===== config.mk =====
export PLATFORM = sky130hd
export DESIGN_NAME = seg7_scan_driver
export DESIGN_NICKNAME = d
export VERILOG_FILES = /design/src/rtl/seg7_scan_driver.sv
export SDC_FILE = /design/constraint.sdc
export NUM_CORES = 1
export LEC_CHECK = 0
export ABC_AREA = 1
export BUFFER_PORTS_ARGS = -buffer_cell sky130_fd_sc_hd__buf_2
export CORE_MARGIN = 2
export CORE_UTILIZATION = 58
export DETAILED_ROUTE_END_ITERATION = 7
export GPL_TIMING_DRIVEN = 0
export PLACE_DENSITY = 0.87
export SKIP_CTS_REPAIR_TIMING = 1
export SLEW_MARGIN = 30
export SYNTH_ARGS = -nofsm -noshare
export SYNTH_HDL_FRONTEND = slang
export SYNTH_SLANG_ARGS = --single-unit

===== constraint.sdc =====
create_clock -name clk -period 2.9 [get_ports clk]
set_clock_uncertainty 0.2 [all_clocks]
set_input_delay 0.29 -clock clk [delete_from_list [all_inputs] [get_ports clk]]
set_output_delay 0.29 -clock clk [all_outputs]
set_load 0.02 [all_outputs]

===== src/rtl/seg7_scan_driver.sv =====
// Multiplexed N-digit 7-segment scan driver with double-buffered image,
// anti-ghost blanking, BCD/hex decode, leading-zero suppression and per-digit blanking.
module seg7_scan_driver #(
  parameter int N_DIGITS  = 8,
  parameter int SCAN_DIV  = 10000,
  parameter int BLANK_CYC = 16,
  parameter int HEX_EN    = 0
) (
  input  logic                  clk,
  input  logic                  rst,
  input  logic                  load,
  input  logic [4*N_DIGITS-1:0] digits_in,
  input  logic [N_DIGITS-1:0]   dp_in,
  input  logic [N_DIGITS-1:0]   blank_in,
  input  logic                  lz_en,
  output logic [7:0]            seg_out,
  output logic [N_DIGITS-1:0]   dig_sel,
  output logic                  frame_start
);

  localparam int IW = (N_DIGITS > 1) ? $clog2(N_DIGITS) : 1;
  localparam int CW = $clog2(SCAN_DIV);
  localparam logic [CW-1:0] DIV_LAST = CW'(SCAN_DIV - 1);
  localparam logic [IW-1:0] IDX_LAST = IW'(N_DIGITS - 1);
  localparam logic [CW:0]   BLANK_V  = (CW+1)'(BLANK_CYC);

  logic [CW-1:0]           div_cnt;
  logic [IW-1:0]           idx;
  logic [4*N_DIGITS-1:0]   pend_dig, act_dig;
  logic [N_DIGITS-1:0]     pend_dp, act_dp, pend_blank, act_blank;
  logic                    pend_lz, act_lz;

  logic                    slot_wrap, frame_wrap, in_blank;
  logic [3:0]              cur_code;
  logic                    cur_dp, cur_blank, cur_supp, zero_run;
  logic [7:0]              pat;
  logic [7:0]              seg_nxt;
  logic [N_DIGITS-1:0]     sel_nxt;

  function automatic logic [7:0] decode(input logic [3:0] code);
    logic hex;
    hex = (HEX_EN != 0);
    case (code)
      4'h0: decode = 8'hFC;
      4'h1: decode = 8'h60;
      4'h2: decode = 8'hDA;
      4'h3: decode = 8'hF2;
      4'h4: decode = 8'h66;
      4'h5: decode = 8'hB6;
      4'h6: decode = 8'hBE;
      4'h7: decode = 8'hE4;
      4'h8: decode = 8'hFE;
      4'h9: decode = 8'hF6;
      4'hA: decode = hex ? 8'hEE : 8'h00;
      4'hB: decode = hex ? 8'h3E : 8'h00;
      4'hC: decode = hex ? 8'h9C : 8'h00;
      4'hD: decode = hex ? 8'h7A : 8'h00;
      4'hE: decode = hex ? 8'h9E : 8'h00;
      default: decode = hex ? 8'h8E : 8'h00;
    endcase
  endfunction

  assign slot_wrap  = (div_cnt == DIV_LAST);
  assign frame_wrap = slot_wrap && (idx == IDX_LAST);
  assign in_blank   = ({1'b0, div_cnt} < BLANK_V);

  // Suppression runs from the top digit down; zero_run drops at the first nonzero code.
  always_comb begin
    cur_code  = 4'h0;
    cur_dp    = 1'b0;
    cur_blank = 1'b0;
    cur_supp  = 1'b0;
    zero_run  = act_lz;
    for (int k = N_DIGITS - 1; k >= 0; k--) begin
      zero_run = zero_run & (act_dig[4*k +: 4] == 4'h0);
      if (idx == IW'(k)) begin
        cur_code  = act_dig[4*k +: 4];
        cur_dp    = act_dp[k];
        cur_blank = act_blank[k];
        cur_supp  = zero_run && (k != 0);
      end
    end
    pat = decode(cur_code);
    if (in_blank) begin
      sel_nxt = '0;
      seg_nxt = 8'h00;
    end else begin
      sel_nxt = N_DIGITS'(1) << idx;
      seg_nxt = cur_blank ? 8'h00 : {(cur_supp ? 7'h00 : pat[7:1]), cur_dp};
    end
  end

  always_ff @(posedge clk) begin
    if (rst) begin
      div_cnt     <= '0;
      idx         <= '0;
      pend_dig    <= '0;
      pend_dp     <= '0;
      pend_blank  <= '0;
      pend_lz     <= 1'b0;
      act_dig     <= '0;
      act_dp      <= '0;
      act_blank   <= '0;
      act_lz      <= 1'b0;
      seg_out     <= 8'h00;
      dig_sel     <= '0;
      frame_start <= 1'b0;
    end else begin
      if (slot_wrap) begin
        div_cnt <= '0;
        idx     <= (idx == IDX_LAST) ? '0 : idx + IW'(1);
      end else begin
        div_cnt <= div_cnt + CW'(1);
      end
      if (load) begin
        pend_dig   <= digits_in;
        pend_dp    <= dp_in;
        pend_blank <= blank_in;
        pend_lz    <= lz_en;
      end
      // A load on the wrap cycle bypasses pending so it is not lost for a frame.
      if (frame_wrap) begin
        act_dig   <= load ? digits_in : pend_dig;
        act_dp    <= load ? dp_in     : pend_dp;
        act_blank <= load ? blank_in  : pend_blank;
        act_lz    <= load ? lz_en     : pend_lz;
      end
      seg_out     <= seg_nxt;
      dig_sel     <= sel_nxt;
      frame_start <= frame_wrap;
    end
  end

endmodule


==> reports/qor.txt, run 1 <==
Worst-path clk slew -> 0.06 ns
HP Class -> input port to register
design area -> 7330 um^2
most common cell after layout, fill and taps aside -> dfxtp_1
Final Hold Viols -> 0
Clock Sink Count -> 132
vias post-DR -> 5439
Most used DFF post-synth -> dfxtp_1
highest-count cells in the layout ignoring fill and taps -> 132 x dfxtp_1, 102 x nand2_1, 95 x nor2_1
max_cap viols -> 0
outcome -> completed
Setup Viol. Count Final -> 0
sequential share of power -> 0.427
P_leak -> 3.27 nW
synth warn -> 0
worst path arrival time -> 2.98 ns
Worst Tran Pin Value -> 0.913 ns
Net Count, Synth -> 759
worst endpoint required time -> 3.17 ns
minimum clock period -> 2.71 ns
H-tree Lvls -> 4
hold_sp -> load
syn avg cell area -> 8.19 um^2
DR vias/cell -> 5.57
register area -> 2640 um^2
1st-iter DRT viols -> 452
Core ar. -> 9680 um^2
routed length per instance -> 16.0 um
first-pass GRT wire length -> 22700 um
initial antenna violation count -> 0
power share of the clock group -> 0.513
I/O Pins -> 69
Placed Instances -> 896
crit path launch -> idx[0]
max-slew violation total from the final report -> 0
Nets -> 892
CTS Buf Count -> 17
drt pass-1 iters -> 5
Pwr Density -> 599 nW/um^2
Multi-input gate area -> 2570 um^2
M2 GR Usage -> 0.485
Worst Setup Start Kind -> register
grt met1 use -> 0.316
clk buf depth -> 2
Gate power share -> 0.061
Yosys cell types -> 36
slowest stage cell, crit path -> dfxtp_1
met3 global-route usage -> 0.0827
Die Ht -> 103 um
ratio of cells with drive above 1 in the final layout -> 0.185
CTS tree -> built
WL final -> 15700 um
RSZ-0062 raised after global routing -> no
DRT antenna net count -> 0
Final Non-Filler Cells -> 976
Psw -> 0.964 mW
delay-heaviest family, CP -> simple AND/OR/NAND/NOR gates
Cells after Synth -> 697
die area -> 10700 um^2
post-synthesis sequential area ratio -> 0.463
total congestion overflow -> 0
VDD IR max -> 481 uV
DPL Wire Length -> 9700 um
Rel. slew slack -> 0.387
Port Buf Inserts -> 66
largest net degree at the start of global routing -> 17
RR Startpoint -> idx[0]
CP cell instances -> inv_1 -> ha_1 -> nand2_2 -> nand2_1 -> nand3_1 -> nand2_1 -> nand2_1 -> nand2_1 -> nand2_1 -> nand2_1 -> nand2_1 -> nand2_1 -> ha_1 -> inv_1 -> a21oi_1 -> nand2_1 -> a21oi_1
Post-synth EDFFs -> 0
Filler Cell Count -> 615
Inserted Diodes -> 0
Net Sw Frac -> 0.220
synthesis-stage register bit count -> 132
gr busiest metal -> met2
Clk Latency, worst-skew pair -> 0.55 ns
Worst path max stage delay -> 0.37 ns
DRC -> 0
crit end category -> register
Max Freq -> 370 MHz
Synth Cell Area -> 5710 um^2
Int Power -> 3.42 mW
number of global-route vias before repair -> 4982
crit-path max FO -> 9
RePlAce Congestion -> 0.930
WS Path Type -> register to register
Root Buffer -> clkbuf_8
Initial Util -> 0.590
Worst path most repeated cell -> nand2_1
ys async rst share -> 0
placed cell area -> 6210 um^2
row cnt -> 36
final worst path period share -> 0.933
Die W -> 103 um
Global Route Usage Sum -> 0.279
CP Buf/Inv Count -> 2
Syn-to-layout area delta -> 28.3%
setup TNS -> 0 ns
==> metrics by stage <==
step                      hold slack [ns]  power [mW]  worst slack, ns   util
after global routing               0.0627        4.49          0.00271  0.757
after floorplan                     0.218        2.04            0.566      -
after global placement              0.228        2.11            0.179  0.641
after detailed placement            0.244        2.12           0.0905  0.641
final                              0.0574        4.39            0.195  0.757
after CTS                          -0.187        4.32           0.0471  0.705
==> layer usage <==
metal,vias up,wire [um]
met4,0,595
met1,2487,6020
met5,-,0
met2,337,7860
li1,2542,-
met3,73,1180
==> Yosys cell counts (5+ instances only) <==
cell type,n,area (um^2)
dfxtp_1,132,2640
nand2_1,102,383
nor2_1,95,357
inv_1,87,327
a21oi_1,44,220
nand3_1,44,220
mux2i_1,42,420
o21ai_0,31,155
o22ai_2,25,313
clkbuf_1,17,63.8
ha_1,10,125
nor3_1,9,45.0
o21a_1,6,45.0
buf_2,5,25.0
o21ai_2,5,43.8
==> power groups by stage <==
stage	combinational, mW	clock (mW)	sequential, mW
after global routing	0.290	2.32	1.87
final	0.266	2.25	1.87
after global placement	0.198	0	1.91
after CTS	0.209	2.24	1.87
after floorplan	0.135	0	1.91
after detailed placement	0.205	0	1.91
==> sequential cells by signal, indices dropped and copies added (netlist names), 3 cells and up <==
name / count
act_dig: 32
div_cnt: 14
act_dp: 8
seg_out: 8
idx: 3
pend_blank: 8
pend_dig: 32
pend_dp: 8
dig_sel: 8
act_blank: 8
==> worst min-delay path, delay by kind of cell <==
kind	cells	cell delay, ns
buffers and inverters	1	0.20
muxes	1	0.18
and+or+nand+nor	1	0.09
==> final timing paths <==
path / to / slack [ns] / cells after the start
max: seg_out[4] / 0.19 / 17
max reg2reg: seg_out[4] / 0.19 / 17
min reg2reg: div_cnt[0] / 0.25 / 1
min: pend_blank[1] / 0.06 / 3
==> area by class of cell <==
class	count	area share
clock inverters	13	0.0246
repair buffers	116	0.113
well taps	133	0.0227
multi-input cells	443	0.350
inverters	92	0.0471
plain buffers	28	0.0210
clock buffers	19	0.0603
flip-flops and latches	132	0.361
==> cell families (layout without fill, tap and decap cells) <==
family	Yosys count	after routing	synth area share
simple gates	270	270	0.204
flops	132	132	0.463
buf+inv	122	268	0.0885
compound gates	119	119	0.146
mux	42	42	0.0736
fa+ha+maj	10	10	0.0219
xor+xnor	2	2	0.00307
(Power assumes the default switching activity.)
==> run 2, diff against run 1 <==
- CORE_ASPECT_RATIO: default -> 2
- CORE_MARGIN: 2 -> 3
==> run 2 against run 1 <==
  * The flow now finishes with violations (hold timing)
  * Sequential cell count stayed put
  * Sequential share of layout area is 1.3 points higher
  * Core utilization fell by 1.4 points
  * Via count down 4.8%
  * Register-to-register slack improved by 0.08 ns
  * Sequential power about the same
  * First-iteration DRC count shrank 17%
  * Die area rose by 4.6%
  * Critical path depth down 6
  * Hold slack lost 0.11 ns
  * Fmax grew 2.9%
  * Clock power hardly changed
==> reports/qor.txt, run 2 (synthesis results as in run 1) <==
outcome -> complete, but fails checks
violated checks -> hold timing
minimum clock period -> 2.63 ns
VDD IR max -> 547 uV
HP Class -> input port to register
crit path launch -> idx[0]
H-tree Lvls -> 4
register area -> 2640 um^2
Final Non-Filler Cells -> 947
CTS Buf Count -> 17
R2R Setup Slk -> 0.27 ns
hold depth -> 3
I/O Pins -> 69
Fin Hold WS -> -0.0514 ns
max-slew violation total from the final report -> 0
final worst path period share -> 0.907
reg2reg end -> seg_out[6]
Multi-input gate area -> 2570 um^2
WS Path Type -> register to register
delay-heaviest family, CP -> adder cells
Final Hold Viols -> 16
ratio of cells with drive above 1 in the final layout -> 0.191
most common cell after layout, fill and taps aside -> dfxtp_1
Pwr Density -> 615 nW/um^2
Regs by FF count -> act_dig: 32 flops, pend_dig: 32 flops, div_cnt: 14 flops
max_cap viols -> 0
WL final -> 15200 um
DRC -> 0
Clk Latency, worst-skew pair -> 0.43 ns
Worst Tran Pin Value -> 0.836 ns
Nets -> 866
Root Buffer -> clkbuf_16
Clock Sink Count -> 132
hold_sp -> blank_in[6]
Worst Hold End -> pend_blank[6]
crit-path max FO -> 10
Max Freq -> 380 MHz
Syn-to-layout area delta -> 23.7%
P_leak -> 3.15 nW
Power, Total -> 4.34 mW
slowest stage cell, crit path -> dfxtp_1
total congestion overflow -> 0
DRT antenna net count -> 0
RePlAce Congestion -> 0.936
Rel. slew slack -> 0.439
Die Ht -> 146 um
Filler Cell Count -> 679
DPL Wire Length -> 10800 um
Initial Util -> 0.601
routed length per instance -> 16.0 um
initial antenna violation count -> 0
Port Buf Inserts -> 66
RR Startpoint -> idx[0]
Inserted Diodes -> 0
clk buf depth -> 2
worst endpoint required time -> 3.01 ns
vias post-DR -> 5176
Placed Instances -> 893
Global Route Usage Sum -> 0.263
number of global-route vias before repair -> 5122
Placement Setup Slack -> 0.0530 ns
drt pass-1 iters -> 5
Worst Setup Start Kind -> register
Worst path max stage delay -> 0.36 ns
CP Buf/Inv Count -> 2
die area -> 11100 um^2
RSZ-0062 raised after global routing -> no
Core ar. -> 9510 um^2
Die W -> 76.2 um
Final Worst Setup Slack -> 0.271 ns
crit end category -> register
CP cell instances -> inv_1 -> ha_1 -> nand2_1 -> clkbuf_1 -> nand2_1 -> nand2_1 -> nand2_1 -> o21ai_1 -> ha_1 -> o21ai_0 -> a21oi_1
Worst path most repeated cell -> nand2_1
worst path arrival time -> 2.74 ns
Worst-path clk slew -> 0.06 ns
largest net degree at the start of global routing -> 17
highest-count cells in the layout ignoring fill and taps -> 132 x dfxtp_1, 102 x nand2_1, 95 x nor2_1
1st-iter DRT viols -> 376
DR vias/cell -> 5.47
Setup Viol. Count Final -> 0
row cnt -> 50
fin util -> 0.743
first-pass GRT wire length -> 23100 um
Reg2Reg Depth -> 11
CTS tree -> built
-- run 2: cell types whose count changed in the layout (fill, tap and decap cells not counted) --
cell / change
a21oi_1: -1
clkbuf_1: +1
clkbuf_16: +1
clkbuf_2: -1
bufinv_16: -1
clkinv_2: -1
clkinvlp_4: +1
a21oi_2: +1
dlygate4sd3_1: -26
-- run 2: worst min-delay path, delay by kind of cell --
family                 cells  cell delay (ns)
and+or+nand+nor            1             0.09
buffers and inverters      1             0.08
muxes                      1             0.07
-- run 2: worst max path at each step --
stage / depth (start not counted) / end / slack [ns]
floorplan: 17 / seg_out[6] / 0.57
global placement: 15 / seg_out[6] / 0.16
detailed placement: 15 / seg_out[6] / 0.05
CTS: 16 / seg_out[4] / -0.007
global route: 11 / seg_out[6] / 0.01
finish: 11 / seg_out[6] / 0.27
-- run 2: power breakdown --
part	total [mW]	internal [mW]	switching [mW]
sequential	1.87	1.86	0.0144
clock	2.23	1.42	0.812
combinational	0.239	0.105	0.135
-- run 2: layer usage --
metal  vias up  part of all wire  track usage
met4         0             0.072        0.200
met5         -                 0            0
met1      2391              0.34        0.232
met2       214              0.53        0.497
met3        80             0.053       0.0673
li1       2491                 -            -
-- run 2: metrics by stage --
step | area, um^2 | hold WS (ns) | TNS (ns)
finish | 7060 | -0.0514 | 0
global route | 7060 | -0.00120 | 0
CTS | 6820 | -0.0676 | -0.00679
detailed placement | 6200 | 0.242 | 0
global placement | 6200 | 0.229 | 0
floorplan | 5710 | 0.218 | 0
-- run 2: area by class of cell --
type | count | share of cell area
buffer | 28 | 0.0216
sequential | 132 | 0.374
inverter | 92 | 0.0489
tap | 130 | 0.0230
timing repair buffer | 90 | 0.0808
clock inverter | 12 | 0.0216
clock buffer | 20 | 0.0661
multi-input combinational | 443 | 0.364
